## config.mk

```make
export PLATFORM = sky130hd
export DESIGN_NAME = rr_mux_arbiter_flat
export DESIGN_NICKNAME = d
export VERILOG_FILES = /design/src/rtl/rr_mux_arbiter_pkg.sv /design/src/rtl/rr_mux_arbiter_if.sv /design/src/rtl/rr_mux_arbiter_mux.sv /design/src/rtl/rr_mux_arbiter_pick.sv /design/src/rtl/rr_mux_arbiter.sv /design/src/flat_wrapper.sv
export SDC_FILE = /design/constraint.sdc
export NUM_CORES = 1
export LEC_CHECK = 0
export BUFFER_PORTS_ARGS = -buffer_cell sky130_fd_sc_hd__buf_2
export CAP_MARGIN = 20
export CORE_MARGIN = 2
export CORE_UTILIZATION = 30
export CTS_CLUSTER_DIAMETER = 100
export CTS_CLUSTER_SIZE = 20
export DETAILED_ROUTE_END_ITERATION = 16
export GPL_ROUTABILITY_DRIVEN = 0
export PLACE_DENSITY_LB_ADDON = 0.1
export SLEW_MARGIN = 40
export SYNTH_ARGS = -nofsm -noshare
export SYNTH_HDL_FRONTEND = slang
export SYNTH_HIERARCHICAL = 1
export SYNTH_SLANG_ARGS = --single-unit
```

## constraint.sdc

```tcl
create_clock -name clk -period 9.9 [get_ports clk]
set_clock_uncertainty 0.2 [all_clocks]
set_input_delay 2.97 -clock clk [delete_from_list [all_inputs] [get_ports clk]]
set_output_delay 2.97 -clock clk [all_outputs]
set_load 0.05 [all_outputs]
```

## src/rtl/rr_mux_arbiter_pkg.sv

```systemverilog
// Shared parameters and types for the round-robin mux arbiter.
package rr_mux_pkg;
    localparam int NR_REQ   = 4;
    localparam int DATA_LEN = 2;
    localparam int SEL_LEN  = $clog2(NR_REQ);

    typedef logic [SEL_LEN-1:0]  sel_t;
    typedef logic [DATA_LEN-1:0] data_t;
    typedef enum logic {IDLE, FULL} state_t;
endpackage

```

## src/rtl/rr_mux_arbiter_if.sv

```systemverilog
// Requester-side and consumer-side handshake bundle of the arbiter.
interface rr_mux_arbiter_if;
    import rr_mux_pkg::*;

    logic [NR_REQ-1:0] req_valid;
    data_t             req_data [NR_REQ-1:0];
    logic [NR_REQ-1:0] req_ready;
    logic              out_valid;
    logic              out_ready;
    data_t             out_data;
    sel_t              out_sel;

    // Environment side: drives requests and consumer back-pressure.
    modport master (
        output req_valid, req_data, out_ready,
        input  req_ready, out_valid, out_data, out_sel
    );

    // Arbiter side.
    modport slave (
        input  req_valid, req_data, out_ready,
        output req_ready, out_valid, out_data, out_sel
    );
endinterface

```

## src/rtl/rr_mux_arbiter_mux.sv

```systemverilog
// Generic key/value mux: returns the data paired with a matching key, else default_out.
// Each lut entry is {key, data}, entry i at bits [i*(KEY_LEN+DATA_LEN) +: KEY_LEN+DATA_LEN].
module MuxKeyWithDefault #(
    parameter int NR_KEY   = 2,
    parameter int KEY_LEN  = 1,
    parameter int DATA_LEN = 1
) (
    output logic [DATA_LEN-1:0]                  out,
    input  logic [KEY_LEN-1:0]                   key,
    input  logic [DATA_LEN-1:0]                  default_out,
    input  logic [NR_KEY*(KEY_LEN+DATA_LEN)-1:0] lut
);
    localparam int PAIR_LEN = KEY_LEN + DATA_LEN;

    // Keys are expected unique, so at most one entry matches.
    always_comb begin
        out = default_out;
        for (int i = 0; i < NR_KEY; i++) begin
            if (lut[i*PAIR_LEN+DATA_LEN +: KEY_LEN] == key)
                out = lut[i*PAIR_LEN +: DATA_LEN];
        end
    end
endmodule

```

## src/rtl/rr_mux_arbiter_pick.sv

```systemverilog
// Round-robin winner selection: rotate requests so ptr sits at bit 0,
// take the lowest set bit, then add ptr back (wraps in SEL_LEN bits).
module rr_pick
    import rr_mux_pkg::*;
(
    input  logic [NR_REQ-1:0] req_valid,
    input  sel_t              ptr,
    output logic              any,
    output sel_t              winner
);
    logic [NR_REQ-1:0] rotated;
    sel_t              offset;

    // Rotate right by ptr; sel_t arithmetic provides the modulo.
    always_comb begin
        rotated = '0;
        for (int k = 0; k < NR_REQ; k++)
            rotated[k] = req_valid[sel_t'(sel_t'(k) + ptr)];
    end

    // Lowest set bit of the rotated vector is the nearest requester after ptr.
    always_comb begin
        offset = '0;
        for (int k = NR_REQ-1; k >= 0; k--) begin
            if (rotated[k])
                offset = sel_t'(k);
        end
    end

    assign any    = |req_valid;
    assign winner = sel_t'(offset + ptr);
endmodule

```

## src/rtl/rr_mux_arbiter.sv

```systemverilog
// Round-robin arbiter sharing one registered output word between NR_REQ requesters.
//
//   state | meaning
//   IDLE  | output register empty, out_valid=0
//   FULL  | output register holds a word, out_valid=1
module rr_mux_arbiter
    import rr_mux_pkg::*;
(
    input  logic           clk,
    input  logic           rst,
    rr_mux_arbiter_if.slave bus
);
    localparam int PAIR_LEN = SEL_LEN + DATA_LEN;

    state_t                     state;
    sel_t                       ptr;
    sel_t                       winner;
    logic                       any;
    logic                       can_load;
    logic                       accept;
    data_t                      mux_out;
    logic [NR_REQ*PAIR_LEN-1:0] lut;

    rr_pick u_pick (
        .req_valid (bus.req_valid),
        .ptr       (ptr),
        .any       (any),
        .winner    (winner)
    );

    for (genvar i = 0; i < NR_REQ; i++) begin : g_lut
        assign lut[i*PAIR_LEN +: PAIR_LEN] = {sel_t'(i), bus.req_data[i]};
    end

    MuxKeyWithDefault #(
        .NR_KEY   (NR_REQ),
        .KEY_LEN  (SEL_LEN),
        .DATA_LEN (DATA_LEN)
    ) u_mux (
        .out         (mux_out),
        .key         (winner),
        .default_out ('0),
        .lut         (lut)
    );

    // A new word may enter when the register is empty or drains this cycle.
    assign can_load = !bus.out_valid || bus.out_ready;
    assign accept   = can_load && any && !rst;

    // One-hot grant to the winner, only when the word is actually taken.
    always_comb begin
        bus.req_ready = '0;
        if (accept)
            bus.req_ready[winner] = 1'b1;
    end

    // Output register, pointer and state; pointer moves only on accept.
    always_ff @(posedge clk) begin
        if (rst) begin
            state         <= IDLE;
            bus.out_valid <= 1'b0;
            bus.out_data  <= '0;
            bus.out_sel   <= '0;
            ptr           <= '0;
        end else begin
            case (state)
                IDLE: begin
                    if (accept) begin
                        state         <= FULL;
                        bus.out_valid <= 1'b1;
                        bus.out_data  <= mux_out;
                        bus.out_sel   <= winner;
                        ptr           <= sel_t'(winner + 1'b1);
                    end
                end
                FULL: begin
                    if (bus.out_ready) begin
                        if (accept) begin
                            bus.out_data <= mux_out;
                            bus.out_sel  <= winner;
                            ptr          <= sel_t'(winner + 1'b1);
                        end else begin
                            state         <= IDLE;
                            bus.out_valid <= 1'b0;
                        end
                    end
                end
                default: begin
                    state         <= IDLE;
                    bus.out_valid <= 1'b0;
                end
            endcase
        end
    end
endmodule

```

## src/flat_wrapper.sv

```systemverilog
// flat-port wrapper written by rule: the top's interface ports become plain ports
module rr_mux_arbiter_flat import rr_mux_pkg::*;
  (clk, rst, bus_req_valid, bus_req_data, bus_out_ready, bus_req_ready, bus_out_valid, bus_out_data, bus_out_sel);
  rr_mux_arbiter_if bus_i ();
  input  logic clk;
  input  logic rst;
  input wire logic [$bits(bus_i.req_valid)-1:0] bus_req_valid;
  input wire logic [$bits(bus_i.req_data)-1:0] bus_req_data;
  input wire logic [$bits(bus_i.out_ready)-1:0] bus_out_ready;
  output wire logic [$bits(bus_i.req_ready)-1:0] bus_req_ready;
  output wire logic [$bits(bus_i.out_valid)-1:0] bus_out_valid;
  output wire logic [$bits(bus_i.out_data)-1:0] bus_out_data;
  output wire logic [$bits(bus_i.out_sel)-1:0] bus_out_sel;
  assign bus_i.req_valid = bus_req_valid;
  assign bus_i.req_data = {>>{bus_req_data}};
  assign bus_i.out_ready = bus_out_ready;
  assign bus_req_ready = bus_i.req_ready;
  assign bus_out_valid = bus_i.out_valid;
  assign bus_out_data = bus_i.out_data;
  assign bus_out_sel = bus_i.out_sel;
  rr_mux_arbiter u_core (.clk(clk), .rst(rst), .bus(bus_i));
endmodule
```

==> flow_summary.yaml <==
sta:
  setup_viol: 0
  drv_slew: 0
  hold_slack_ns: 0.278
  rsz0062_at_grt: "no"
  fin_ws_ns: 1.60
  hold_viol_final: 0
  setup_tns_ns: 0
  min_period_ns: 8.30
  finalCritPeriodShare_pct: 83.8
  max_freq_mhz: 120
power:
  max-vdd-ir-drop_mv: 0.151
  leakagePower_nw: 0.487
  p_per_area_nw_per_um2: 331
detailed_routing:
  drt-pass1-iter-count: 4
  vias: 718
  vias_per_cell: 4.60
  ant_nets: 0
  drc: 0
  route.met3.wl_um: 80
  met1_length_um: 790
  highest_layer: "met3"
  wl_per_cell_um: 11.1
  wirelength_um: 1730
  wl_met2_um: 855
  drt-initial-drc-count: 5
clocking:
  cts.sinks: 8
  cts_tree: "done"
  post_cts_buffers: 0
  htreeDepth: 1
  root_buffer: "clkbuf_4"
  insertion_delay_ns: 0.25
  clk_pin_slew_worst_paths_ns: 0.05
  post_cts_resized: 0
  cts_buffers: 3
  cts_buffer_depth: 2
  cts_hold_buf: 0
setup_path:
  end_kind: "output pin"
  regToRegStartpoint: "u_core/ptr[0]"
  required_ns: 6.73
  r2r_setup_slack_ns: 6.83
  ff2ff_path_depth: 11
  critPathMaxFanout: 7
  path_class: "primary input to output pin"
  arrival_ns: 5.13
  cp-start-kind: "primary input"
  reg2reg_to: "u_core/bus.out_data[0]"
die:
  ios: 24
  rows: 18
  die_h_um: 55.5
  core_area_um2: 2500
  die_area_um2: 3080
  die_x_um: 55.5
  initial_core_util_pct: 31.8
grt:
  grt_pass1_wl_um: 3090
  grt_pass1_vias: 752
  grt_usage_pct: 12.3
  antenna_found_initial: 0
  grt_start_max_net_pins: 13
  overflow: 0
yosys:
  postSynthCellCount: 93
  synth_top_area_cell: "dfxtp_1"
  ys_warn_count: 6
  synth_area_leaders: "dfxtp_1 (20%), xnor2_1 (8.8%), ha_1 (7.9%)"
  syn_avg_cell_area_um2: 8.54
  yosysTopAreaCellShare_pct: 20.2
  netlist_area_um2: 795
  ys_seq_area_share_pct: 20.2
  synth-seq-cells: 8
  ys_types: 36
finish:
  register_area_um2: 160
  multi_input_area_um2: 638
  drive_above_1_share_pct: 28.6
  nets: 148
  final_common_cell: "buf_2"
  final_cell_mix: "buf_2 (23), conb_1 (10), dfxtp_1 (8)"
  num-fill-cells: 289
  area_growth_pct: 25.4
  diodes: 0
outcome:
  status: "finished clean"
worst_hold_path:
  hold_class: "flop to flop"
  min_path_cells: 2
  hp-start: "u_core/bus.out_sel[1]"
  hold_end: "u_core/bus.out_sel[1]"
placed_design:
  hpwl_um: 1360
  dp_slack_ns: 1.31
  portBuffers: 23
job:
  max_cap_violations: 0
## stage by stage
step	instance area (um^2)	util (%)	instances	power, mW
2_1_floorplan	825	-	101	0.259
3_3_place_gp	966	38.6	153	0.300
3_5_place_dp	966	38.6	153	0.305
4_1_cts	988	39.5	156	0.332
5_1_grt	996	39.8	156	0.362
6_report	996	39.8	156	0.330
## cells in the mapped netlist
library cell / n
a211oi_1: 1
a21boi_0: 2
a21boi_2: 1
a21o_1: 1
a21oi_1: 1
a22oi_1: 2
a311oi_1: 3
a31oi_1: 1
a32oi_1: 1
and2_1: 5
and2_4: 1
buf_6: 1
conb_1: 2
dfxtp_1: 8
ha_1: 5
inv_1: 6
mux2_4: 4
mux2i_1: 3
nand2_1: 5
nand2b_1: 3
nand3b_1: 1
nor2_1: 7
nor2b_1: 4
nor2b_2: 1
nor3_1: 1
o21ai_0: 2
o21ai_4: 1
o21bai_1: 1
o221ai_1: 1
o22ai_1: 2
o311ai_0: 1
o31ai_1: 2
or2_2: 1
or2b_1: 2
xnor2_1: 8
xor2_1: 2
## cells by family after synthesis
logic type               synth area share (%)
other                                   0.945
AO/OA/AOI/OAI                            22.8
buffers and inverters                    4.25
flip-flops                               20.2
XOR/XNOR                                 11.0
AND/OR/NAND/NOR                          21.6
adder cells (fa/ha/maj)                  7.87
multiplexers                             11.3
## routing by layer
layer	track usage (%)	vias up
li1	-	380
met1	14.4	318
met2	21.8	20
met3	3.98	0
met4	2.09	0
met5	0	-
## area by class of cell
class                   instances  share of cell area [%]
multi-input cells              86                    64.1
flip-flops and latches          8                    16.1
clock buffers                   3                    2.26
well taps                      30                    3.77
repair buffers                 23                    11.6
inverters                       6                    2.26
## report_power, final
group          total, mW  internal (mW)  leakage [nW]  switching (mW)
registers         0.0559         0.0437        0.0667          0.0122
logic              0.249          0.101         0.407           0.147
clock network     0.0255         0.0139        0.0138          0.0116
total              0.330          0.159         0.487           0.171
## worst max-delay path, cell delays in order
cell	delay (ns)
buf_2	0.14
inv_1	0.06
o311ai_0	0.33
o21ai_0	0.15
o221ai_1	0.10
ha_1	0.19
xnor2_1	0.10
xnor2_2	0.41
inv_1	0.15
ha_1	0.20
and2_1	0.13
buf_2	0.20
## worst max path at each step
| stage | startpoint | endpoint | slack [ns] |
|---|---|---|---|
| global placement | bus_req_valid[1] | bus_req_ready[1] | 1.44 |
| floorplan | bus_req_valid[1] | bus_req_ready[2] | 1.85 |
| finish | bus_req_valid[3] | bus_req_ready[1] | 1.60 |
| detailed placement | bus_req_valid[3] | bus_req_ready[0] | 1.31 |
| CTS | bus_req_valid[3] | bus_req_ready[0] | 1.29 |
| global route | bus_req_valid[3] | bus_req_ready[0] | 1.35 |
## sequential cells by signal (all words and copies together), names as in the netlist
register              count
u_core/bus.out_data       2
u_core/bus.out_sel        2
u_core/bus.out_valid      1
u_core/ptr                2
u_core/state              1
No activity file was read; power rests on OpenSTA's default activity.
